<file path="src/rtl/mat_vec_loader_pkg.sv">
// Shared definitions for the matrix/vector stream loader and the multiplier that consumes its outputs.
// Holds the loader FSM encoding and the row/column to packed-element index helper.
package mat_vec_loader_pkg;

  typedef enum logic [1:0] {
    LOAD_X = 2'd0,
    LOAD_M = 2'd1,
    FULL   = 2'd2
  } state_e;

  // Flat element index of matrix entry (r, c) in a row-major packed bus.
  function automatic int pack_idx(input int r, input int c, input int ncols);
    return r * ncols + c;
  endfunction

endpackage

</file>
<file path="src/rtl/mat_vec_loader.sv">
// Deserialises a word stream into a packed vector X followed by a row-major matrix M,
// then holds the complete set until the consumer acknowledges it.
module mat_vec_loader
  import mat_vec_loader_pkg::*;
#(
  parameter int Mdata = 4,
  parameter int Ndata = 4,
  parameter int Nbits = 8
) (
  input  logic                           clk,
  input  logic                           reset,
  input  logic [Nbits-1:0]               in_data,
  input  logic                           in_valid,
  output logic                           in_ready,
  input  logic                           ack,
  output logic [Mdata*Ndata*Nbits-1:0]   M,
  output logic [Ndata*Nbits-1:0]         X,
  output logic                           load_done,
  output logic                           full
);

  localparam int NumM = Mdata * Ndata;
  localparam int IdxW = $clog2(NumM + 1);
  localparam logic [IdxW-1:0] XLast = IdxW'(Ndata - 1);
  localparam logic [IdxW-1:0] MLast = IdxW'(pack_idx(Mdata - 1, Ndata - 1, Ndata));

  state_e                  state_q;
  logic [IdxW-1:0]         idx_q;
  logic [NumM*Nbits-1:0]   m_q;
  logic [Ndata*Nbits-1:0]  x_q;
  logic                    load_done_q;
  logic                    full_q;
  logic                    xfer;

  // Ready is gated by reset so a word offered during reset is never acknowledged upstream.
  assign in_ready  = !reset && (state_q != FULL);
  assign xfer      = in_valid && in_ready;

  assign M         = m_q;
  assign X         = x_q;
  assign load_done = load_done_q;
  assign full      = full_q;

  always_ff @(posedge clk) begin
    // NOTE: non-blocking assignments only, so every branch below reads the pre-edge register values.
    if (reset) begin
      state_q     <= LOAD_X;
      idx_q       <= '0;
      // NOTE: M/X are flop arrays (not a RAM), so they get a defined reset value and the consumer never sees X.
      m_q         <= '0;
      x_q         <= '0;
      load_done_q <= 1'b0;
      full_q      <= 1'b0;
    end else begin
      load_done_q <= 1'b0;
      unique case (state_q)
        LOAD_X: begin
          if (xfer) begin
            x_q[idx_q*Nbits +: Nbits] <= in_data;
            if (idx_q == XLast) begin
              idx_q   <= '0;
              state_q <= LOAD_M;
            end else begin
              idx_q <= idx_q + 1'b1;
            end
          end
        end
        LOAD_M: begin
          if (xfer) begin
            m_q[idx_q*Nbits +: Nbits] <= in_data;
            if (idx_q == MLast) begin
              idx_q       <= '0;
              state_q     <= FULL;
              load_done_q <= 1'b1;
              full_q      <= 1'b1;
            end else begin
              idx_q <= idx_q + 1'b1;
            end
          end
        end
        FULL: begin
          if (ack) begin
            state_q <= LOAD_X;
            full_q  <= 1'b0;
          end
        end
        default: begin
          state_q <= LOAD_X;
          idx_q   <= '0;
          full_q  <= 1'b0;
        end
      endcase
    end
  end

endmodule

</file>
<file path="config.mk">
export PLATFORM = sky130hd
export DESIGN_NAME = mat_vec_loader
export DESIGN_NICKNAME = d
export VERILOG_FILES = /design/src/rtl/mat_vec_loader_pkg.sv /design/src/rtl/mat_vec_loader.sv
export SDC_FILE = /design/constraint.sdc
export NUM_CORES = 1
export LEC_CHECK = 0
export CAP_MARGIN = 25
export CORE_UTILIZATION = 35
export CTS_CLUSTER_DIAMETER = 60
export DETAILED_ROUTE_END_ITERATION = 10
export PLACE_DENSITY = 0.71
export SKIP_CTS_REPAIR_TIMING = 1
export SLEW_MARGIN = 20
export SYNTH_ARGS = -nofsm -noshare
export SYNTH_HDL_FRONTEND = slang
export SYNTH_SLANG_ARGS = --single-unit
</file>
<file path="constraint.sdc">
create_clock -name clk -period 2.9 [get_ports clk]
set_clock_uncertainty 0.15 [all_clocks]
set_input_delay 0.435 -clock clk [delete_from_list [all_inputs] [get_ports clk]]
set_output_delay 0.435 -clock clk [all_outputs]
set_load 0.01 [all_outputs]
</file>
==> impl_metrics.toml <==
[outcome]
status = "finished, final reports clean"

[global_routing]
grt_overflow_total = 0
grt_pass1_wl_mm = 34.5
grt_max_degree = 106
antenna_found_initial = 0
grt_usage = 0.207
first_global_vias = 6042

[floorplanning]
die_y_um = 147
die_w_um = 147
ios = 175
initial_core_util = 0.361
rows = 52
dieArea_um2 = 21700
core_area_um2 = 20500

[final_layout]
syn_to_final_growth_pct = 37.0
multi_input_area_um2 = 3750
antenna_cells = 0
fillers = 1898
register_area_um2 = 3380
utilization = 0.494
drive_gt1_frac = 0.105
nets = 981

[hold_path]
worstHoldPathType = "register to register"

[place]
gp_congestion = 0.810
dpl.hpwl_mm = 15.3
io_buffers = 174

[timing]
slew_viol_final = 0
slew_headroom = 0.412
final_hold_viol_count = 0
setup_tns_ns = 0
min_period_ns = 2.67
grt_setup_unrepaired = "no"
tightest_slew_ns = 0.875
fmax_mhz = 375
period_share = 0.920
finalSetupViolCount = 0

[run]
cap_violations = 0

[logic_synthesis]
avgSynthCellArea_um2 = 9.37
ys_seq_area_frac = 0.458
synth_edf_count = 0
ys_ff_latch = 169
syn_inst = 789
async_reset_ff_frac = 0
ys_types = 54
synth_warnings = 0
synthFlopType = "dfxtp_1"
syn-cell-area_um2 = 7390
syn_nets = 806

[power]
peakVddDrop_mv = 0.437
leakagePower_nw = 3.81
power_density_nw_per_um2 = 509

[drt]
post_drt_wl_per_cell_um = 18.1
drt_iter0_markers = 518
ant_nets = 0
wl_mm = 22.6
viasPerCell = 5.26
dr.pass1.iters = 5
num_vias = 6563
drc = 0

[worst_setup_path]
worstPathArrival_ns = 2.87
cp_max_fo = 9
required_ns = 3.10
path_class = "register to register"
crit_path_start_kind = "register"
end_kind = "register"

[clock_network]
clkTransAtPathRegs_ns = 0.07
max-clock-path-buffers = 2
cts_root_buffer = "clkbuf_16"
htree_levels = 4
cts_tree = "yes"
worstSkewPairLatency_ns = 0.43
cts_buffers = 17
clock_sinks = 169
flip-flops by register name (all words and copies together), names as in the netlist:
register and flops:
M 128, full 1, X 32, idx_q 5, load_done 1, state_q 2
layout make-up:
type	instances	area share
Clock buffer	18	0.0433
Tap cell	270	0.0333
Timing Repair Buffer	214	0.201
Sequential cell	169	0.334
Clock inverter	14	0.0158
Inverter	6	0.00222
Multi-Input combinational cell	556	0.370
critical path: stages, from the launching register on:
cell	delay, ns
dfxtp_2	0.33
inv_2	0.07
ha_1	0.21
nor3b_1	0.14
ha_1	0.37
and4bb_2	0.34
nand2_2	0.18
a2111oi_4	0.30
buf_4	0.25
mux2i_1	0.23
metrics by stage:
step           setup WS, ns  cells  power [W]  hold slack [ns]  cell area (um^2)
2_1_floorplan        0.0418    789    0.00268            0.343              7400
3_3_place_gp          0.327   1215    0.00285            0.309              9530
3_5_place_dp          0.261   1215    0.00286            0.316              9530
4_1_cts               0.234   1247    0.00517            0.327             10100
5_1_grt               0.105   1247    0.00531            0.344             10100
6_report              0.232   1247    0.00516            0.323             10100
cells in the mapped netlist (6+ instances only):
cell,instances,area share
nor3_1,8,0.0054
nand3_1,55,0.037
nand2b_1,115,0.097
nand3b_1,7,0.0071
buf_2,9,0.0061
nand4_1,17,0.014
and2_1,8,0.0068
nor2_1,11,0.0056
clkbuf_1,44,0.022
o21ai_0,57,0.039
a21oi_1,73,0.049
o21ai_1,8,0.0054
dfxtp_1,169,0.46
mux2i_1,96,0.13
nand2_1,42,0.021
nor2b_1,6,0.0051
worst paths after layout:
| path | from | endpoint | slack, ns | cells after the start |
|---|---|---|---|---|
| worst max-delay path | idx_q[0] | X[17] | 0.23 | 9 |
| worst min-delay path | M[78] | M[78] | 0.32 | 2 |
| worst max register to register | idx_q[0] | X[17] | 0.23 | 9 |
| worst min register to register | M[78] | M[78] | 0.32 | 2 |
metal layers:
| layer | global-route usage | wire (um) | vias to the layer above |
|---|---|---|---|
| li1 | - | - | 3136 |
| met1 | 0.290 | 10500 | 3126 |
| met2 | 0.314 | 10100 | 274 |
| met3 | 0.0478 | 1650 | 27 |
| met4 | 0.0619 | 310 | 0 |
| met5 | 0 | 0 | - |
cells by family (layout without fill, tap and decap cells):
logic type                 count (synthesis)  count (layout)  synth area share
buffers and inverters                     64             252            0.0365
muxes                                     96              96             0.130
xor gates and xnor gates                   4               4           0.00677
DFF                                      169             169             0.458
and+or+nand+nor                          297             297             0.242
AOI/OAI and AO/OA                        154             154             0.119
adders and majority gates                  5               5           0.00846
where the power goes:
part	switching (W)	internal (W)
Combinational	0.000335	0.000150
Sequential	0.00000311	0.00232
Clock	0.00103	0.00131
cell usage in the layout (no fill, tap or decap), drive strengths merged, types with 5 or more instances in the layout:
| cell type | netlist | final |
|---|---|---|
| a21oi | 73 | 73 |
| and2 | 8 | 8 |
| buf | 14 | 41 |
| clkbuf | 44 | 18 |
| clkdlybuf4s50 | 0 | 173 |
| dfxtp | 169 | 169 |
| ha | 5 | 5 |
| inv | 6 | 13 |
| mux2i | 96 | 96 |
| nand2 | 42 | 42 |
| nand2b | 115 | 115 |
| nand3 | 61 | 61 |
| nand3b | 7 | 7 |
| nand4 | 19 | 19 |
| nor2 | 11 | 11 |
| nor2b | 6 | 6 |
| nor3 | 13 | 13 |
| o21ai | 65 | 65 |
Power figures use the tool's default switching activity.
